==> src/rtl/hex_anim_pkg.sv <==
// hex_anim_pkg: shared leg encoding (equals row_o) and default display count for the circle animation
package hex_anim_pkg;
  typedef enum logic {REV = 1'b0, FWD = 1'b1} leg_e;
  localparam int DEFAULT_DISPLAY_COUNT = 6;
endpackage

==> src/rtl/hex_circle_sequencer_if.sv <==
// hex_circle_sequencer_if: control in (en_i, rev_i, step_i), position out (row_o, col_o, step_o, lap_o)
interface hex_circle_sequencer_if
  import hex_anim_pkg::*;
#(
  parameter int COL_WIDTH = $clog2(DEFAULT_DISPLAY_COUNT)
);
  logic                 en_i;
  logic                 rev_i;
  logic                 step_i;
  logic                 row_o;
  logic [COL_WIDTH-1:0] col_o;
  logic                 step_o;
  logic                 lap_o;
  modport master (output en_i, rev_i, step_i, input row_o, col_o, step_o, lap_o);
  modport slave  (input en_i, rev_i, step_i, output row_o, col_o, step_o, lap_o);
endinterface

==> src/rtl/hex_circle_sequencer_tick_prescaler.sv <==
// tick_prescaler: clk_i/rst_i, en_i counts 0..TICK_DIV-1, clr_i restarts at 0, tick_o high on terminal count
module tick_prescaler #(
  parameter int TICK_DIV = 12_500_000
) (
  input  logic clk_i,
  input  logic rst_i,
  input  logic en_i,
  input  logic clr_i,
  output logic tick_o
);
  localparam int DIV_WIDTH = $clog2(TICK_DIV + 1);
  logic [DIV_WIDTH-1:0] cnt_q, cnt_d;
  always_comb begin
    tick_o = en_i && cnt_q == DIV_WIDTH'(TICK_DIV - 1);
    cnt_d  = (clr_i || tick_o) ? '0 : en_i ? cnt_q + 1'b1 : cnt_q;
  end
  always_ff @(posedge clk_i) begin
    cnt_q <= rst_i ? '0 : cnt_d;
  end
endmodule

==> src/rtl/hex_circle_sequencer.sv <==
// hex_circle_sequencer: clk_i/rst_i plus slave bus; walks (row_o,col_o) around a 2*DISPLAY_COUNT loop with step_o/lap_o pulses
module hex_circle_sequencer
  import hex_anim_pkg::*;
#(
  parameter int DISPLAY_COUNT = DEFAULT_DISPLAY_COUNT,
  parameter int TICK_DIV      = 12_500_000
) (
  input logic                   clk_i,
  input logic                   rst_i,
  hex_circle_sequencer_if.slave bus
);
  localparam int COL_WIDTH = $clog2(DISPLAY_COUNT);
  localparam logic [0:0] ST_FWD = FWD;
  logic [0:0]           state_q, state_d;
  logic [COL_WIDTH-1:0] col_q, col_d;
  logic                 step_q, lap_q;
  logic                 tick, ev, inc, edge_hit;
  tick_prescaler #(.TICK_DIV(TICK_DIV)) u_prescaler (
    .clk_i  (clk_i),
    .rst_i  (rst_i),
    .en_i   (bus.en_i),
    .clr_i  (bus.step_i),
    .tick_o (tick)
  );
  // inc: column moves up (clockwise on top leg, counter-clockwise on bottom leg)
  always_comb begin
    ev       = tick || bus.step_i;
    inc      = (state_q == ST_FWD) ^ bus.rev_i;
    edge_hit = inc ? col_q == COL_WIDTH'(DISPLAY_COUNT - 1) : col_q == '0;
    state_d  = (ev && edge_hit) ? ~state_q : state_q;
    col_d    = (!ev || edge_hit) ? col_q : inc ? col_q + 1'b1 : col_q - 1'b1;
  end
  always_ff @(posedge clk_i) begin
    if (rst_i) begin
      state_q <= ST_FWD;
      col_q   <= '0;
      step_q  <= 1'b0;
      lap_q   <= 1'b0;
    end else begin
      state_q <= state_d;
      col_q   <= col_d;
      step_q  <= ev;
      lap_q   <= ev && state_d == ST_FWD && col_d == '0;
    end
  end
  assign bus.row_o  = state_q;
  assign bus.col_o  = col_q;
  assign bus.step_o = step_q;
  assign bus.lap_o  = lap_q;
endmodule

==> src/flat_wrapper.sv <==
// flat-port wrapper written by rule: the top's interface ports become plain ports
module hex_circle_sequencer_flat import hex_anim_pkg::*;
#(
  parameter int DISPLAY_COUNT = DEFAULT_DISPLAY_COUNT,
  parameter int TICK_DIV      = 12_500_000
)
  (clk_i, rst_i, bus_en_i, bus_rev_i, bus_step_i, bus_row_o, bus_col_o, bus_step_o, bus_lap_o);
  hex_circle_sequencer_if #(.COL_WIDTH(($clog2((6))))) bus_i ();
  input logic clk_i;
  input logic rst_i;
  input wire logic [$bits(bus_i.en_i)-1:0] bus_en_i;
  input wire logic [$bits(bus_i.rev_i)-1:0] bus_rev_i;
  input wire logic [$bits(bus_i.step_i)-1:0] bus_step_i;
  output wire logic [$bits(bus_i.row_o)-1:0] bus_row_o;
  output wire logic [$bits(bus_i.col_o)-1:0] bus_col_o;
  output wire logic [$bits(bus_i.step_o)-1:0] bus_step_o;
  output wire logic [$bits(bus_i.lap_o)-1:0] bus_lap_o;
  assign bus_i.en_i = bus_en_i;
  assign bus_i.rev_i = bus_rev_i;
  assign bus_i.step_i = bus_step_i;
  assign bus_row_o = bus_i.row_o;
  assign bus_col_o = bus_i.col_o;
  assign bus_step_o = bus_i.step_o;
  assign bus_lap_o = bus_i.lap_o;
  hex_circle_sequencer #(.DISPLAY_COUNT(DISPLAY_COUNT), .TICK_DIV(TICK_DIV)) u_core (.clk_i(clk_i), .rst_i(rst_i), .bus(bus_i));
endmodule
==> config.mk <==
export PLATFORM = sky130hd
export DESIGN_NAME = hex_circle_sequencer_flat
export DESIGN_NICKNAME = d
export VERILOG_FILES = /design/src/rtl/hex_anim_pkg.sv /design/src/rtl/hex_circle_sequencer_if.sv /design/src/rtl/hex_circle_sequencer_tick_prescaler.sv /design/src/rtl/hex_circle_sequencer.sv /design/src/flat_wrapper.sv
export SDC_FILE = /design/constraint.sdc
export NUM_CORES = 1
export LEC_CHECK = 0
export CAP_MARGIN = 5
export CORE_ASPECT_RATIO = 1.1
export CORE_MARGIN = 5
export CORE_UTILIZATION = 45
export CTS_BUF_LIST = sky130_fd_sc_hd__clkbuf_4 sky130_fd_sc_hd__clkbuf_8 sky130_fd_sc_hd__clkbuf_16
export DETAILED_ROUTE_END_ITERATION = 10
export GPL_TIMING_DRIVEN = 0
export PLACE_DENSITY = 0.66
export SETUP_SLACK_MARGIN = 0.02
export SYNTH_ARGS = -nofsm -noshare
export SYNTH_HDL_FRONTEND = slang
export SYNTH_SLANG_ARGS = --single-unit
==> constraint.sdc <==
create_clock -name clk_i -period 1.7 [get_ports clk_i]
set_input_delay 0.17 -clock clk_i [delete_from_list [all_inputs] [get_ports clk_i]]
set_output_delay 0.17 -clock clk_i [all_outputs]
set_load 0.03 [all_outputs]
==> metrics.csv <==
stage,metric,value,unit
sta,Hold Slack,0.1536,ns
yosys,main flop type after synthesis,dfxtp_1,
yosys,Post-synth EDFFs,0,
yosys,synth unique cells,39,
setup_path,CP Capture Type,flop,
clock_network,Clock Root Buffer,clkbuf_4,
setup_path,critical path peak fanout,8,
drt,drt wl/cell,14.26,um
clock_network,clock buffer depth,2,
die,Die H,70.61,um
sta,final hold vios,0,
drt,DRT Pass-1 Iters,4,
die,Placement Rows,22,
die,Initial Util,0.4587,
clock_network,Worst-Skew Late Latency,0.33,ns
yosys,sequential share of the synthesized area,0.3997,
setup_path,worst r2r src,u_core.u_prescaler.cnt_q[14]$_SDFFE_PP0P_,
global_routing,grt ovf,0,
power_and_ir_drop,PwrDens,896.0,nW/um^2
yosys,dominant cells by area after synthesis,"dfxtp_1 40%, nor2_1 9.0%, xor2_1 8.2%",
sta,final worst setup slack,-0.1253,ns
sta,fin crit share,1.074,
run_status,outcome,"finished, violations left",
die,DIE AREA,4596,um^2
yosys,Syn Area/Cell,8.839,um^2
yosys,yosys warns,0,
clock_network,hold buffer count at CTS,0,
sta,Slew @ Worst Pin,0.4476,ns
clock_network,CTS sink cnt,30,
worst_hold_path,hold wc startpoint,bus_en_i,
final_layout,Layout area overhead,40.72,%
final_layout,final instance count without filler cells,238,
global_routing,largest net degree at the start of global routing,11,
sta,Final min period,1.825,ns
die,I/O pins,11,
global_routing,first-pass GRT wire length,5306,um
yosys,"count leader, synth",nor2_1,
die,Die Wd,65.10,um
global_routing,total track usage,0.1490,
sta,total negative slack,-1.584,ns
yosys,Mapped Area,1503,um^2
drt,Antenna Nets Post-Route,0,
setup_path,capturing point of the worst reg2reg path,u_core.bus.row_o$_SDFF_PP1_,
drt,routed vias,1307,
yosys,Synth area leader,dfxtp_1,
yosys,asr flop ratio synth,0,
worst_hold_path,Worst Hold End,u_core.u_prescaler.cnt_q[0]$_SDFFE_PP0P_,
drt,DRT Wirelength,3395,um
yosys,synth cell count leaders,"36 x nor2_1, 30 x dfxtp_1, 14 x xor2_1",
setup_path,Worst EP arrival,2.05,ns
worst_hold_path,worst min path class,in -> reg,
die,CORE AREA,3276,um^2
sta,"Setup violations, final",27,
run_status,violated checks,setup timing,
drt,vias per inst,5.492,
place,GP Congestion,0.7710,
setup_path,R2R Setup Slk,-0.13,ns
place,port buffer count,8,
sta,"Slew Viols, Final",0,
setup_path,Required @ worst endpoint,1.93,ns
global_routing,vias in the first global route,1184,
setup_path,R2R cell count,6,
drt,Starting DRT DRC Count,70,
sta,relative slew slack,0.7016,
final_layout,ant diodes,0,
setup_path,critical setup path kind,reg -> reg,
clock_network,CTS tree,yes,
sta,fmax,547.9,MHz
worst_hold_path,worst hold stages,3,
yosys,share of the synthesized area in the top cell type,0.3997,
global_routing,initial antenna violation count,0,
flow_run,Max Cap Viol,0,
power_and_ir_drop,worst vdd ir,0.0004431,V
final_layout,fin util,0.6455,
sta,RSZ-0062 raised after global routing,yes,
final_layout,fraction of layout cells with a size suffix above 1,0.4158,
place,Post-DP HPWL,2148,um
power_and_ir_drop,leakage,0.7311,nW
clock_network,Worst-path clk slew,0.09,ns
drt,DRC,0,
setup_path,Setup crit start kind,flop,
yosys,count of state elements after synthesis,30,
clock_network,Num CTS Buffers,5,
sta,worst-case clock skew,0.004252,ns
place,dpl cells,214,
final_layout,final instance area,2115,um^2
final_layout,Nets,208,
place,Placement Cell Area,1690,um^2
clock_network,H-tree Lvls,2,
yosys,cells after synthesis,170,
yosys,syn_nets,177,
[flip-flops by register name (all words and copies together), names as in the netlist]
register / cells
u_core.u_prescaler.cnt_q: 24
u_core.bus.col_o: 3
u_core.bus.lap_o: 1
u_core.bus.row_o: 1
u_core.bus.step_o: 1
[worst max-delay path by stage]
stage,end,slack (ns),from,cells past startpoint
2_1_floorplan,u_core.bus.col_o[2]$_SDFF_PP0_,-0.09,u_core.u_prescaler.cnt_q[14]$_SDFFE_PP0P_,6
3_3_place_gp,u_core.bus.lap_o$_SDFF_PP0_,-0.52,bus_rev_i,6
3_5_place_dp,u_core.bus.lap_o$_SDFF_PP0_,-0.53,bus_rev_i,6
4_1_cts,u_core.bus.row_o$_SDFF_PP1_,-0.11,u_core.u_prescaler.cnt_q[8]$_SDFFE_PP0P_,6
5_1_grt,u_core.u_prescaler.cnt_q[19]$_SDFFE_PP0P_,-0.22,u_core.u_prescaler.cnt_q[8]$_SDFFE_PP0P_,9
6_report,u_core.bus.row_o$_SDFF_PP1_,-0.13,u_core.u_prescaler.cnt_q[14]$_SDFFE_PP0P_,6
[metrics by stage]
step / setup slack (ns) / total power [mW]
after floorplan: -0.09042 / 1.210
final: -0.1253 / 1.895
after global routing: -0.2229 / 1.991
after detailed placement: -0.5258 / 1.343
after CTS: -0.1145 / 1.858
after global placement: -0.5205 / 1.330
[cells in the final DEF, fill, tap and decap left out, types with 6 or more instances in the layout]
master	instances
clkbuf_4	6
dfxtp_1	19
xnor2_1	10
nor2_4	10
nand4_1	10
clkdlybuf4s50_1	6
nor2_1	17
nor2_2	9
buf_4	16
xor2_1	12
nand2_1	12
dfxtp_2	6
[cell families (layout without fill, tap and decap cells)]
group	count (synthesis)	after routing	synth area share
xor+xnor	26	26	0.1565
buf+inv	10	42	0.03496
fa+ha+maj	2	2	0.02165
simple gates	90	90	0.3247
mux	4	4	0.02831
flops	30	30	0.3997
compound gates	8	8	0.03414
[worst max-delay path: stages (launching register included)]
cell      delay, ns
dfxtp_4        0.38
or4b_4         0.50
nor4_4         0.24
a21oi_4        0.13
buf_4          0.16
and4bb_2       0.27
a21oi_1        0.04
[routing by layer]
layer,global-route usage,routed length (um)
met1,0.1655,1361
met2,0.2580,1783
met3,0.05079,180
met4,0.06221,70
met5,0,0
[power by group]
| group | leakage, nW | total, mW | internal, mW | switching [mW] |
|---|---|---|---|---|
| clock network | 0.0387 | 0.464 | 0.216 | 0.248 |
| registers | 0.249 | 0.811 | 0.746 | 0.0652 |
| logic | 0.444 | 0.620 | 0.318 | 0.302 |
[timing repair]
item,4_1_cts,5_1_grt
resized for setup,15,45
setup endpoints to repair,29,28
buffers inserted,8,8
pin swaps,5,19
cloned,0,2
[area by class of cell]
| cell class | count | area (um^2) |
|---|---|---|
| inverter | 4 | 15.01 |
| buffer | 4 | 41.29 |
| sequential | 30 | 626.9 |
| clock inverter | 1 | 5.005 |
| multi-input combinational | 130 | 1071 |
| clock buffer | 7 | 58.81 |
| fill | 279 | 1161 |
| tap | 36 | 45.04 |
| timing repair buffer | 26 | 251.5 |
Power figures use the tool's default switching activity.
